<file path="src/rtl/vga_fb_reader.sv">
`default_nettype none
// ============================================================================
// Module   : vga_fb_reader
// Purpose  : Frame-buffer readout between the VGA timing generator and a
//            multi-bank image RAM. It maps raster coordinates inside a display
//            window to a bank-local read address, selects the addressed bank's
//            data bus, and compensates RAM read latency. Frame-synchronous 2x
//            zoom and a border colour outside the window are also provided.
// Ports    : clk, rst         - clock, synchronous active-high reset
//            videoon          - active-video flag
//            pixel_x/pixel_y  - raster coordinates
//            zoom_req         - requested zoom (0 = 1x, 1 = 2x), taken at (0,0)
//            border_color     - colour for active video outside the window
//            din              - NBANKS concatenated RAM data buses
//            addr             - bank-local RAM read address (1 clock latency)
//            dout/dout_valid  - output pixel and window flag (RD_LAT+1 clocks)
//            zoom_active      - zoom mode currently in effect
// Revision : 1.0 - initial release
// ============================================================================
module vga_fb_reader #(
  parameter int DATA_W    = 16,
  parameter int ADDR_W    = 17,
  parameter int PIX_W     = 11,
  parameter int X_BEGIN   = 1,
  parameter int Y_BEGIN   = 1,
  parameter int IM_W      = 320,
  parameter int IM_H      = 280,
  parameter int NBANKS    = 2,
  parameter int BANK_ROWS = 280,
  parameter int RD_LAT    = 1
) (
  input  logic                     clk,
  input  logic                     rst,
  input  logic                     videoon,
  input  logic [PIX_W-1:0]         pixel_x,
  input  logic [PIX_W-1:0]         pixel_y,
  input  logic                     zoom_req,
  input  logic [DATA_W-1:0]        border_color,
  input  logic [NBANKS*DATA_W-1:0] din,
  output logic [ADDR_W-1:0]        addr,
  output logic [DATA_W-1:0]        dout,
  output logic                     dout_valid,
  output logic                     zoom_active
);

  // Two spare bits keep the window end (begin + doubled size) from wrapping.
  localparam int CW     = PIX_W + 2;
  localparam int BANK_W = (NBANKS > 1) ? $clog2(NBANKS) : 1;
  localparam int MW     = ADDR_W + CW;
  localparam int PW     = BANK_W + 2;

  logic [CW-1:0]     px, py, x_lo, y_lo, x_hi, y_hi, col, row, lrow;
  logic              hit;
  logic [BANK_W-1:0] bank;
  logic [PW-1:0]     pipe [0:RD_LAT];   // {videoon, hit, bank} per stage
  logic              d_vo, d_hit;
  logic [BANK_W-1:0] d_bank;
  logic [DATA_W-1:0] din_sel;

  assign px   = CW'(pixel_x);
  assign py   = CW'(pixel_y);
  assign x_lo = CW'(X_BEGIN);
  assign y_lo = CW'(Y_BEGIN);
  assign x_hi = x_lo + (CW'(IM_W) << zoom_active);
  assign y_hi = y_lo + (CW'(IM_H) << zoom_active);

  assign hit = videoon && (px >= x_lo) && (px < x_hi) && (py >= y_lo) && (py < y_hi);

  // Outside the window these subtractions may wrap; they are only used on a hit.
  assign col = (px - x_lo) >> zoom_active;
  assign row = (py - y_lo) >> zoom_active;

  // Bank decode by comparator chain: the highest threshold passed wins.
  always_comb begin
    bank = '0;
    lrow = row;
    for (int b = 1; b < NBANKS; b++) begin
      if (row >= CW'(b * BANK_ROWS)) begin
        bank = BANK_W'(b);
        lrow = row - CW'(b * BANK_ROWS);
      end
    end
  end

  // Frame-start zoom latch.
  always_ff @(posedge clk) begin
    if (rst) begin
      zoom_active <= 1'b0;
    end else if (pixel_x == '0 && pixel_y == '0) begin
      zoom_active <= zoom_req;
    end
  end

  // Stage 0: address generation; address holds while outside the window.
  always_ff @(posedge clk) begin
    if (rst) begin
      addr    <= '0;
      pipe[0] <= '0;
    end else begin
      pipe[0] <= {videoon, hit, bank};
      if (hit) begin
        addr <= ADDR_W'(MW'(col) + MW'(lrow) * MW'(IM_W));
      end
    end
  end

  // Latency-matching delay line, one stage per RAM read-latency clock.
  for (genvar i = 1; i <= RD_LAT; i++) begin : g_dly
    always_ff @(posedge clk) begin
      if (rst) begin
        pipe[i] <= '0;
      end else begin
        pipe[i] <= pipe[i-1];
      end
    end
  end

  assign {d_vo, d_hit, d_bank} = pipe[RD_LAT];

  always_comb begin
    din_sel = din[DATA_W-1:0];
    for (int b = 1; b < NBANKS; b++) begin
      if (d_bank == BANK_W'(b)) begin
        din_sel = din[b*DATA_W +: DATA_W];
      end
    end
  end

  // Output stage; border colour is taken live here, not pipelined.
  always_ff @(posedge clk) begin
    if (rst) begin
      dout       <= '0;
      dout_valid <= 1'b0;
    end else if (d_hit) begin
      dout       <= din_sel;
      dout_valid <= 1'b1;
    end else if (d_vo) begin
      dout       <= border_color;
      dout_valid <= 1'b0;
    end else begin
      dout       <= '0;
      dout_valid <= 1'b0;
    end
  end

endmodule
`default_nettype wire

</file>
<file path="config.mk">
export PLATFORM = sky130hd
export DESIGN_NAME = vga_fb_reader
export DESIGN_NICKNAME = d
export VERILOG_FILES = /design/src/rtl/vga_fb_reader.sv
export SDC_FILE = /design/constraint.sdc
export NUM_CORES = 1
export LEC_CHECK = 0
export ABC_AREA = 0
export CORE_MARGIN = 10
export CORE_UTILIZATION = 50
export DETAILED_ROUTE_END_ITERATION = 8
export GPL_TIMING_DRIVEN = 0
export HOLD_SLACK_MARGIN = 0.1
export MAX_ROUTING_LAYER = met4
export PLACE_DENSITY = 0.89
export SLEW_MARGIN = 20
export SYNTH_ARGS = -nofsm -noshare
export SYNTH_HDL_FRONTEND = slang
export SYNTH_SLANG_ARGS = --single-unit
</file>
<file path="constraint.sdc">
create_clock -name clk -period 12.2 [get_ports clk]
set_input_delay 1.83 -clock clk [delete_from_list [all_inputs] [get_ports clk]]
set_output_delay 1.83 -clock clk [all_outputs]
set_load 0.05 [all_outputs]
</file>
==> results of run 1 <==
final timing paths:
| path | startpoint | to | slack (ns) | depth (start not counted) |
|---|---|---|---|---|
| setup reg to reg | zoom_active$_SDFFE_PP0P_ | addr[16]$_SDFFE_PP0P_ | 5.46 | 22 |
| hold / removal | pipe[0][2]$_SDFF_PP0_ | pipe[1][2]$_SDFF_PP0_ | 0.44 | 1 |
| setup / recovery | pixel_y[0] | addr[16]$_SDFFE_PP0P_ | 3.98 | 24 |
| hold reg to reg | pipe[0][2]$_SDFF_PP0_ | pipe[1][2]$_SDFF_PP0_ | 0.44 | 1 |
cell families (layout without fill, tap and decap cells):
kind of cell / after synthesis / in the layout / share of synthesized area [%]
and+or+nand+nor: 170 / 170 / 22.6
AOI/OAI and AO/OA: 122 / 122 / 22.8
muxes: 29 / 29 / 8.66
DFF: 41 / 41 / 22.4
adders and majority gates: 37 / 37 / 13.0
buffers and inverters: 41 / 156 / 4.43
xor gates and xnor gates: 24 / 24 / 6.14
power by group through the flow:
| stage | clock network, mW | registers (mW) | logic [mW] |
|---|---|---|---|
| finish | 0.115 | 0.137 | 0.212 |
| detailed placement | 0 | 0.141 | 0.209 |
| global placement | 0 | 0.141 | 0.202 |
| global route | 0.121 | 0.138 | 0.237 |
| floorplan | 0 | 0.147 | 0.141 |
| CTS | 0.115 | 0.137 | 0.211 |
metal layers:
metal / track usage (%) / vias to the layer above / share of wire, %
li1: - / 1925 / -
met1: 23.4 / 1825 / 44
met2: 37.8 / 167 / 49
met3: 3.71 / 14 / 6.4
met4: 5.80 / 0 / 1.5
met5: - / - / 0
cell usage in the layout, fill, tap and decap left out, drive strengths merged, types with 5 or more instances in the layout:
| cell | count |
|---|---|
| clkdlybuf4s50 | 107 |
| nor2 | 72 |
| dfxtp | 41 |
| ha | 35 |
| a21oi | 28 |
| nand2 | 25 |
| clkbuf | 25 |
| mux2 | 22 |
| o21ai | 18 |
| inv | 16 |
| nor2b | 15 |
| a22oi | 15 |
| xnor2 | 14 |
| a211oi | 12 |
| nor3 | 10 |
| xor2 | 9 |
| nand3 | 8 |
| or3 | 8 |
| or4 | 7 |
| o21a | 7 |
| mux2i | 7 |
| o211ai | 7 |
| nand2b | 5 |
| buf | 5 |
registers in the layout, summed over array words and instances, names as in the netlist:
| name | flops |
|---|---|
| dout | 16 |
| pipe | 6 |
| dout_valid | 1 |
| zoom_active | 1 |
| addr | 17 |
critical path: cells and delay by family:
kind | cells | cell delay, ns
XOR/XNOR | 1 | 0.46
multiplexers | 2 | 0.74
AO/OA/AOI/OAI | 9 | 2.00
AND/OR/NAND/NOR | 4 | 1.14
adder cells (fa/ha/maj) | 4 | 1.39
buffers and inverters | 4 | 0.86
final cells by class:
class                           instances  area share [%]
Sequential cell                        41            16.5
Clock buffer                            6            1.66
Tap cell                               99            2.48
Multi-Input combinational cell        382            53.9
Clock inverter                          2           0.753
Inverter                               17            1.28
Timing Repair Buffer                  107            21.5
Buffer                                 24            1.98
metrics by stage:
| stage | cell area [um2] | power, mW |
|---|---|---|
| finish | 4990 | 0.465 |
| global route | 4990 | 0.495 |
| CTS | 4990 | 0.464 |
| detailed placement | 4870 | 0.349 |
| global placement | 4870 | 0.342 |
| floorplan | 3670 | 0.288 |
==> out/results.tsv, run 1 <==
metric	value	unit
status	completed	
slew_violations	0	
worst_pin_slew	0.700	ns
cts_setup_buffers	0	
slowest_delay	0.52	ns
holdBufCountCts	0	
coreArea	7210	um2
cts_max_path_buffers	2	
overflow	0	
grt_first_pass_wirelength	19300	um
layout.area.seq	821	um2
p_seq_share	29.6	%
ys_seq_area_share	22.4	%
cts_buffers	5	
fin_util	69.1	%
slew_headroom	53.2	%
place_congestion	0.904	
firstDrtPassIters	4	
syn-instance-count	464	
vias_per_cell	5.80	
port_buffers	107	
die_h	106	um
clock_sinks	41	
clk_pin_slew	0.08	ns
p_clk_share	24.8	%
switching_share	34.5	%
fillCellCount	554	
syn2layout_area_growth	35.8	%
crit_fanout	10	
critPathKind	in2reg	
dp_hpwl	9290	um
synthDominantCellAreaShare	22.4	%
rows	31	
initial_core_util	50.9	%
fp.dieW	106	um
ioPinCount	109	
syn_avg_cell_area	7.91	um2
post-route-period-util	67.3	%
worstPathRequired	12.42	ns
path_cells	clkdlybuf4s50_1 > or3_1 > clkbuf_1 > o21ai_0 > o21ai_0 > a221o_1 > ha_1 > a211oi_1 > a21oi_1 > nor2_2 > mux2_2 > ha_1 > inv_1 > fa_1 > inv_1 > ha_1 > o21a_1 > o31a_1 > o211a_1 > o2111ai_1 > xor3_1 > nor2b_1 > mux2_1 > nor3_1	
groute.usage.overall	21.1	%
cts_tree	done	
synth_warnings	0	
cts_resized	0	
powerDensity	93.2	nW/um2
clk_latency	0.30	ns
grt_max_degree	14	
drc_errors	0	
hold_violations	0	
synth-seq-cells	41	
drt_iter0_drc	193	
netlist_area	3670	um2
synth.distinct_cells	61	
wirelength	11800	um
pre_cts_ws	3.74	ns
yosysTopAreaCell	dfxtp_1	
synth-edff-count	0	
fin_cells	678	
worstPathArrival	8.44	ns
vias	3931	
grt_pass1_vias	3988	
p_sw	0.160	mW
fmax	122	MHz
diodes	0	
hold_class	reg2reg	
yosysMostFrequentCell	nor2_1	
critPathSlowestCell	fa_1	
setup_viol	0	
root_buffer	clkbuf_8	
synth_nets	575	
tns	0	ns
leakage	1.89	nW
synth_flop_cell	dfxtp_1	
ir_worst_vdd	47.9	uV
die_area	11200	um2
antenna_left	0	
setup_ws	3.98	ns
wl_per_cell	17.5	um
crit_top_cell	ha_1	
synth_area_leaders	dfxtp_1, ha_1, nor2_1, mux2_2, a21oi_1	
multiInputGateArea	2690	um2
synthTopCellsByCount	nor2_1, dfxtp_1, ha_1	
period_needed	8.22	ns
intPower	0.304	mW
nets	689	
htree_levels	2	
dp.cells	670	
critPathLaunchType	input pin	
drive_above_1_share	6.74	%
antenna_found_initial	0	
fin_skew	0.00703	ns
p_comb_share	45.6	%
async_reset_ff_share	0	%
rsz0062_at_grt	false	
whs	0.441	ns
worstSetupEndpointType	register	
cap_viol_max_count	0	
Power figures use the tool's default switching activity.
==> inputs of run 2 (changes only) <==
--- a/config.mk
+++ b/config.mk
@@ -7,12 +7,12 @@
 export LEC_CHECK = 0
 export ABC_AREA = 0
 export CORE_MARGIN = 10
-export CORE_UTILIZATION = 50
+export CORE_UTILIZATION = 48
 export DETAILED_ROUTE_END_ITERATION = 8
 export GPL_TIMING_DRIVEN = 0
 export HOLD_SLACK_MARGIN = 0.1
 export MAX_ROUTING_LAYER = met4
-export PLACE_DENSITY = 0.89
+export PLACE_DENSITY = 0.86
 export SLEW_MARGIN = 20
 export SYNTH_ARGS = -nofsm -noshare
 export SYNTH_HDL_FRONTEND = slang
==> constraint.sdc (replaced) <==
create_clock -name clk -period 7.9 [get_ports clk]
set_input_delay 1.185 -clock clk [delete_from_list [all_inputs] [get_ports clk]]
set_output_delay 1.185 -clock clk [all_outputs]
set_load 0.05 [all_outputs]
==> run 2 against run 1 <==
  * First-iteration DRC count unchanged
  * Non-clock buffer count unchanged
  * Count of clock-buffer cells in the layout decreased by 1
  * Combinational power increased by 55%
  * Register-to-register slack got worse by 4.2 ns
  * Clock skew decreased by 0.0024 ns
  * Final cell count unchanged
  * Largest cell class unchanged
==> out/results.tsv, run 2 (same netlist as run 1, synthesis figures left out) <==
metric	value	unit
cts_tree	done	
coreArea	7330	um2
cts_max_path_buffers	2	
initial_core_util	50.1	%
vias	3922	
drc_errors	0	
slew_violations	0	
worstPathRequired	8.11	ns
fillCellCount	580	
tns	0	ns
hold_violations	0	
worst_pin_slew	0.727	ns
worstPathArrival	7.57	ns
grt_max_degree	14	
firstDrtPassIters	5	
powerDensity	147	nW/um2
nets	689	
final_common_cell	clkdlybuf4s50_1	
die_h	107	um
rsz0062_at_grt	false	
root_buffer	clkbuf_8	
crit_top_cell	ha_1	
pre_cts_ws	0.0202	ns
rows	31	
reg_top3	addr (17), dout (16), pipe (6)	
wirelength	11300	um
vias_per_cell	5.78	
period_needed	7.36	ns
cap_viol_max_count	0	
worst_path_dominant_cell_family	compound AO/OA/AOI/OAI gates	
place_congestion	0.917	
status	completed	
fp.dieW	107	um
final_cell_mix	clkdlybuf4s50_1, nor2_1, dfxtp_1	
stdcell_area	5010	um2
clk_latency	0.29	ns
fmax	136	MHz
drive_above_1_share	6.91	%
hold_class	reg2reg	
totalPowerFinal	0.738	mW
die_area	11500	um2
clock_sinks	41	
setup_ws	0.542	ns
fin_cells	678	
largest_reg_flops	17	
syn2layout_area_growth	36.5	%
grt_pass1_vias	3837	
place_area	4870	um2
worstSetupEndpointType	register	
port_buffers	107	
critPathKind	in2reg	
slew_headroom	51.3	%
critPathLaunchType	input pin	
leakage	1.90	nW
htree_levels	2	
crit_fanout	10	
crit_buf_inv	4	
cts_buffers	5	
layout.area.seq	821	um2
ir_worst_vdd	91.7	uV
critPathSlowestCell	fa_1	
path_cells	clkdlybuf4s50_1 > or3_1 > clkbuf_1 > o21ai_0 > o21ai_0 > a221o_1 > ha_1 > a211oi_2 > a21oi_1 > nor2_4 > mux2_2 > ha_1 > inv_1 > fa_1 > inv_1 > ha_1 > o21a_1 > o31a_1 > o211a_1 > o2111ai_1 > xor3_1 > nor2b_1 > mux2_1 > nor3_1	
ioPinCount	109	
slowest_delay	0.52	ns
grt_first_pass_wirelength	18100	um
clk_pin_slew	0.08	ns
diodes	0	
overflow	0	
multiInputGateArea	2700	um2
antenna_left	0	
dp.cells	670	
dp_hpwl	9310	um
groute.usage.overall	19.3	%
antenna_found_initial	0	
drt_iter0_drc	193	
post-route-period-util	93.1	%
fin_skew	0.00462	ns
regMostFlops	addr	
setup_viol	0	
wl_per_cell	16.7	um
[run 2: repair_timing]
| action | CTS | global route |
|---|---|---|
| setup buffers | 0 | 0 |
| endpoints found under the setup margin | 0 | 1 |
| gates resized for setup | 0 | 2 |
| hold buffers | 0 | 0 |
[run 2: final cells by class]
cell class | count | share of cell area, %
inverter | 17 | 1.27
buffer | 24 | 1.97
multi-input combinational | 382 | 53.8
tap | 99 | 2.47
timing repair buffer | 107 | 21.4
clock inverter | 3 | 1.30
clock buffer | 5 | 1.37
sequential | 41 | 16.4
[run 2: final timing paths]
path | start | end | slack [ns] | cells past startpoint
setup / recovery | pixel_y[0] | addr[16]$_SDFFE_PP0P_ | 0.54 | 24
hold / removal | pipe[0][1]$_SDFF_PP0_ | pipe[1][1]$_SDFF_PP0_ | 0.44 | 1
setup reg to reg | zoom_active$_SDFFE_PP0P_ | addr[16]$_SDFFE_PP0P_ | 1.29 | 22
hold reg to reg | pipe[0][1]$_SDFF_PP0_ | pipe[1][1]$_SDFF_PP0_ | 0.44 | 1
[run 2: power breakdown]
| part | internal (mW) | total, mW | switching [mW] |
|---|---|---|---|
| Combinational | 0.157 | 0.329 | 0.172 |
| Sequential | 0.211 | 0.212 | 0.00147 |
| Clock | 0.125 | 0.196 | 0.0709 |
[run 2: worst register-to-register path, stage by stage, from the launching register on]
cell and delay, ns:
dfxtp_1 0.48, clkbuf_1 0.36, clkbuf_1 0.47, clkbuf_1 0.43
a31oi_1 0.26, ha_1 0.31, a211oi_2 0.28, a21oi_1 0.21
nor2_4 0.25, mux2_2 0.40, ha_1 0.32, inv_1 0.06
fa_1 0.52, inv_1 0.04, ha_1 0.30, o21a_1 0.12
o31a_1 0.13, o211a_1 0.22, o2111ai_1 0.23, xor3_1 0.46
nor2b_1 0.14, mux2_1 0.36, nor3_1 0.18
[run 2: routing by layer]
layer  share of wire (%)  GRT usage (%)  vias to the layer above
li1                    -              -                     1922
met1                  43           22.5                     1810
met2                  49           33.7                      173
met3                 6.4           2.63                       17
met4                 1.7           5.34                        0
met5                   0              -                        -
[run 2: stage by stage]
stage	hold slack [ns]	util, %
2_1_floorplan	0.414	-
3_3_place_gp	0.418	66.4
3_5_place_dp	0.425	66.4
4_1_cts	0.438	68.2
5_1_grt	0.451	68.3
6_report	0.437	68.3
